--- config.mk ---
export PLATFORM = sky130hd
export DESIGN_NAME = nat_join_2_d_sync
export DESIGN_NICKNAME = d
export VERILOG_FILES = /design/src/rtl/nat_join_2_d_sync.sv
export SDC_FILE = /design/constraint.sdc
export NUM_CORES = 1
export LEC_CHECK = 0
export BUFFER_PORTS_ARGS = -buffer_cell sky130_fd_sc_hd__buf_4
export CAP_MARGIN = 20
export CORE_MARGIN = 2
export CORE_UTILIZATION = 50
export DETAILED_ROUTE_END_ITERATION = 7
export PLACE_DENSITY = 0.74
export SLEW_MARGIN = 20
export SYNTH_ARGS = -nofsm -noshare
export SYNTH_HDL_FRONTEND = slang
export SYNTH_SLANG_ARGS = --single-unit
--- constraint.sdc ---
create_clock -name clk -period 2 [get_ports clk]
set_input_delay 0.1 -clock clk [delete_from_list [all_inputs] [get_ports clk]]
set_output_delay 0.1 -clock clk [all_outputs]
set_load 0.05 [all_outputs]
--- src/rtl/nat_join_2_d_sync.sv ---
// Two-way unconditional join with data: collects one drive per upstream branch,
// issues a combined downstream drive when a credit is held, then frees both branches.
module nat_join_2_d_sync #(
   parameter int unsigned DATA_WIDTH = 10,
   parameter int unsigned FREE_DELAY = 2
) (
   input  logic                      clk,
   input  logic                      rst,
   input  logic                      i_drive0,
   input  logic                      i_drive1,
   input  logic [DATA_WIDTH-1:0]     i_data0,
   input  logic [DATA_WIDTH-1:0]     i_data1,
   input  logic                      i_freeNext,
   output logic                      o_free0,
   output logic                      o_free1,
   output logic                      o_driveNext,
   output logic [2*DATA_WIDTH-1:0]   o_data,
   output logic [2:0]                o_err
);

   typedef enum logic {
      COLLECT   = 1'b0,
      FREE_WAIT = 1'b1
   } state_t;

   localparam logic [3:0] CNT_LOAD = 4'(FREE_DELAY - 1);

   state_t                    state_q, state_d;
   logic                      arr0_q, arr0_d;
   logic                      arr1_q, arr1_d;
   logic [DATA_WIDTH-1:0]     data0_q, data0_d;
   logic [DATA_WIDTH-1:0]     data1_q, data1_d;
   logic                      credit_q, credit_d;
   logic [3:0]                cnt_q, cnt_d;
   logic                      drive_next_q, drive_next_d;
   logic                      free_q, free_d;
   logic [2*DATA_WIDTH-1:0]   data_out_q, data_out_d;
   logic [2:0]                err_q, err_d;

   logic                      fire;
   logic [DATA_WIDTH-1:0]     eff0;
   logic [DATA_WIDTH-1:0]     eff1;

   always_comb begin
      state_d      = state_q;
      arr0_d       = arr0_q;
      arr1_d       = arr1_q;
      data0_d      = data0_q;
      data1_d      = data1_q;
      credit_d     = credit_q;
      cnt_d        = cnt_q;
      drive_next_d = 1'b0;
      free_d       = 1'b0;
      data_out_d   = data_out_q;
      err_d        = err_q;
      fire         = 1'b0;
      // A branch arriving this cycle contributes its live data to the fire.
      eff0         = arr0_q ? data0_q : i_data0;
      eff1         = arr1_q ? data1_q : i_data1;

      if (i_freeNext) begin
         if (credit_q) begin
            err_d[2] = 1'b1;
         end else begin
            credit_d = 1'b1;
         end
      end

      unique case (state_q)
         COLLECT: begin
            if (i_drive0) begin
               if (arr0_q) begin
                  err_d[0] = 1'b1;
               end else begin
                  arr0_d  = 1'b1;
                  data0_d = i_data0;
               end
            end
            if (i_drive1) begin
               if (arr1_q) begin
                  err_d[1] = 1'b1;
               end else begin
                  arr1_d  = 1'b1;
                  data1_d = i_data1;
               end
            end
            fire = (arr0_q | i_drive0) & (arr1_q | i_drive1) & credit_q;
            if (fire) begin
               drive_next_d = 1'b1;
               data_out_d   = {eff1, eff0};
               arr0_d       = 1'b0;
               arr1_d       = 1'b0;
               credit_d     = 1'b0;
               cnt_d        = CNT_LOAD;
               state_d      = FREE_WAIT;
            end
         end
         FREE_WAIT: begin
            if (i_drive0) err_d[0] = 1'b1;
            if (i_drive1) err_d[1] = 1'b1;
            if (cnt_q == 4'd0) begin
               free_d  = 1'b1;
               state_d = COLLECT;
            end else begin
               cnt_d = cnt_q - 4'd1;
            end
         end
         default: state_d = COLLECT;
      endcase
   end

   always_ff @(posedge clk or negedge rst) begin
      if (!rst) begin
         state_q      <= COLLECT;
         arr0_q       <= 1'b0;
         arr1_q       <= 1'b0;
         data0_q      <= '0;
         data1_q      <= '0;
         credit_q     <= 1'b1;
         cnt_q        <= '0;
         drive_next_q <= 1'b0;
         free_q       <= 1'b0;
         data_out_q   <= '0;
         err_q        <= '0;
      end else begin
         state_q      <= state_d;
         arr0_q       <= arr0_d;
         arr1_q       <= arr1_d;
         data0_q      <= data0_d;
         data1_q      <= data1_d;
         credit_q     <= credit_d;
         cnt_q        <= cnt_d;
         drive_next_q <= drive_next_d;
         free_q       <= free_d;
         data_out_q   <= data_out_d;
         err_q        <= err_d;
      end
   end

   assign o_driveNext = drive_next_q;
   assign o_free0     = free_q;
   assign o_free1     = free_q;
   assign o_data      = data_out_q;
   assign o_err       = err_q;

endmodule

==> results.json <==
{
  "status": "completed",
  "hold_viol_final": 0,
  "fin_area_um2": 2930,
  "cap_violations": 0,
  "netlist_top_cells_area": "dfrtp_1 (54%), mux2_2 (21%), mux2_4 (9.4%)",
  "hp-class": "in -> reg",
  "cp_slowest_cell": "dfstp_2",
  "p_total_mw": 5.49,
  "fin_cells": 273,
  "via_count": 1465,
  "drc": 0,
  "min_period_ns": 1.68,
  "ys_seq_area_share_pct": 55.5,
  "p_leak_nw": 1.34,
  "cts_buffers": 5,
  "rows": 25,
  "netlist.area_leader.share_pct": 54.4,
  "worst_pin_slew_ns": 0.655,
  "initial_core_util_pct": 51.3,
  "cts.repair_timing.setup_buffer_count": 0,
  "grt_usage_pct": 18.4,
  "crit_path_cell_trace": "nor2b_4, o221ai_4, inv_4, mux2_2",
  "cp_num_buf_inv": 1,
  "holdBufCountCts": 1,
  "io_buffers": 50,
  "path_clk_slew_ns": 0.10,
  "coreArea_um2": 4660,
  "yosysWarnings": 0,
  "setup-violations-final": 0,
  "dp_hpwl_mm": 3.22,
  "dp_cells": 263,
  "finClkSkew_ns": 0.00893,
  "fin_nets": 244,
  "ys_types": 28,
  "clk_latency_ns": 0.31,
  "drive_gt1_share_pct": 59.4,
  "grt_pass1_vias": 1571,
  "cp_max_fo": 25,
  "worstPathArrival_ns": 1.87,
  "place_area_um2": 2810,
  "yosys.area.top_type": "dfrtp_1",
  "async_flop_share_pct": 100,
  "max-clock-path-buffers": 2,
  "synth_commonest_cells": "dfrtp_1 (52), mux2_2 (45), mux2_4 (15)",
  "crit_type": "reg -> reg",
  "die-area_um2": 5350,
  "ir_drop_mv": 0.835,
  "syn_area_per_cell_um2": 14.9,
  "grt_max_degree": 54,
  "overflow": 0,
  "diodes": 0,
  "min_period_over_period_pct": 84.1,
  "synth-edff-count": 0,
  "dr.pass1.iters": 4,
  "syn_inst": 161,
  "ctsResizeCount": 0,
  "yosysMostFrequentCell": "dfrtp_1",
  "slew_headroom_pct": 56.3,
  "rsz0062_at_grt": "no",
  "clock-sinks": 53,
  "syn_nets": 187,
  "cts_tree": "yes",
  "end_kind": "flip-flop",
  "critical-path-top-delay-family": "flip-flops",
  "drtIter0Drc": 67,
  "critPathRequiredTime_ns": 2.19,
  "power_density_nw_per_um2": 1870,
  "max_freq_mhz": 595,
  "h-tree-depth": 2,
  "avgViaCountPerCell": 5.37,
  "cts_root_buf": "clkbuf_8",
  "antenna_found_initial": 0,
  "ant_nets": 0,
  "max_stage_delay_ns": 0.55,
  "slew_violations": 0,
  "setup_tns_ns": 0,
  "syn2layout_area_growth_pct": 22.4,
  "die_x_um": 73.2,
  "routed_wl_mm": 4.54,
  "syn_area_um2": 2390,
  "wl_per_cell_um": 16.6,
  "place.gp.congestion": 0.734,
  "die_h_um": 73.2,
  "synth_ff_type": "dfrtp_1",
  "grt_pass1_wl_mm": 7.50,
  "ys_ff_latch": 53,
  "ios": 51,
  "setup.worst_path.start_class": "flip-flop"
}
path summary, 6_finish.rpt:
check                      depth (start not counted)          to  slack, ns       start
max                                                4   o_data[2]       0.32    credit_q
min                                                2  data0_q[7]       0.03  i_data0[7]
max reg2reg                                        4   o_data[2]       0.32    credit_q
min reg2reg                                        1    o_err[2]       0.47    o_err[2]
max in group asynchronous                          2  o_data[19]       1.21         rst
min in group asynchronous                          2  data0_q[9]       0.37         rst
cell type report:
type	instances	area [µm²]
Fill cell	350	1730
Sequential cell	53	1330
Multi-Input combinational cell	95	971
Timing Repair Buffer	59	448
Clock buffer	6	82.6
Tap cell	54	67.6
Inverter	4	17.5
Clock inverter	2	13.8
through the flow:
stage | worst slack (ns) | hold slack (ns) | util [%]
floorplan | 0.523 | -0.196 | -
finish | 0.318 | 0.0279 | 62.8
global route | 0.249 | 0.0179 | 62.8
CTS | 0.301 | 0.000248 | 62.6
detailed placement | 0.322 | 0.175 | 60.3
global placement | 0.357 | 0.163 | 60.3
kinds of logic (layout without fill, tap and decap cells):
kind of cell               Yosys count  count (layout)  share of synthesized area (%)
and+or+nand+nor                     21              21                           5.02
adders and majority gates            1               1                          0.523
buffers and inverters               13              71                           3.87
AOI/OAI and AO/OA                   12              12                           4.03
DFF                                 53              53                           55.5
muxes                               61              61                           31.0
worst reg2reg max path, delay by kind of cell (launching register included):
kind | cells | cell delay [ns]
DFF | 1 | 0.55
AOI/OAI and AO/OA | 1 | 0.13
and+or+nand+nor | 1 | 0.16
muxes | 1 | 0.40
buffers and inverters | 1 | 0.34
cells in the final DEF, fill, tap and decap left out, types with 2 or more instances in the layout:
cell type       n
inv_1           3
nor3_1          3
nor3b_1         3
nor2_1          4
nand2b_1        4
o21ai_0         4
clkbuf_8        6
mux2_4         15
mux2_2         45
nand2_1         3
o22ai_1         2
buf_4          57
dfrtp_1        52
dlygate4sd3_1   2
nor2b_1         2
report_power, final:
part	total [mW]	switching [mW]	leakage, nW	internal [mW]
logic	2.91	1.55	0.665	1.36
registers	1.94	0.343	0.623	1.60
clock network	0.632	0.350	0.0512	0.281
metal layers:
metal  up-vias  track usage, %  part of all wire, %
met3         7            3.73                  3.7
met1       750            23.2                   43
met5         -               0                    0
met2        30            31.1                   52
met4         0            6.79                  1.5
li1        678               -                    -
registers in the layout (all words and copies together), names as in the netlist, 3 cells and up:
register	flops
o_data	20
data0_q	10
data1_q	10
cnt_q	4
o_err	3
Note: power is estimated with default switching activity, not from simulation.
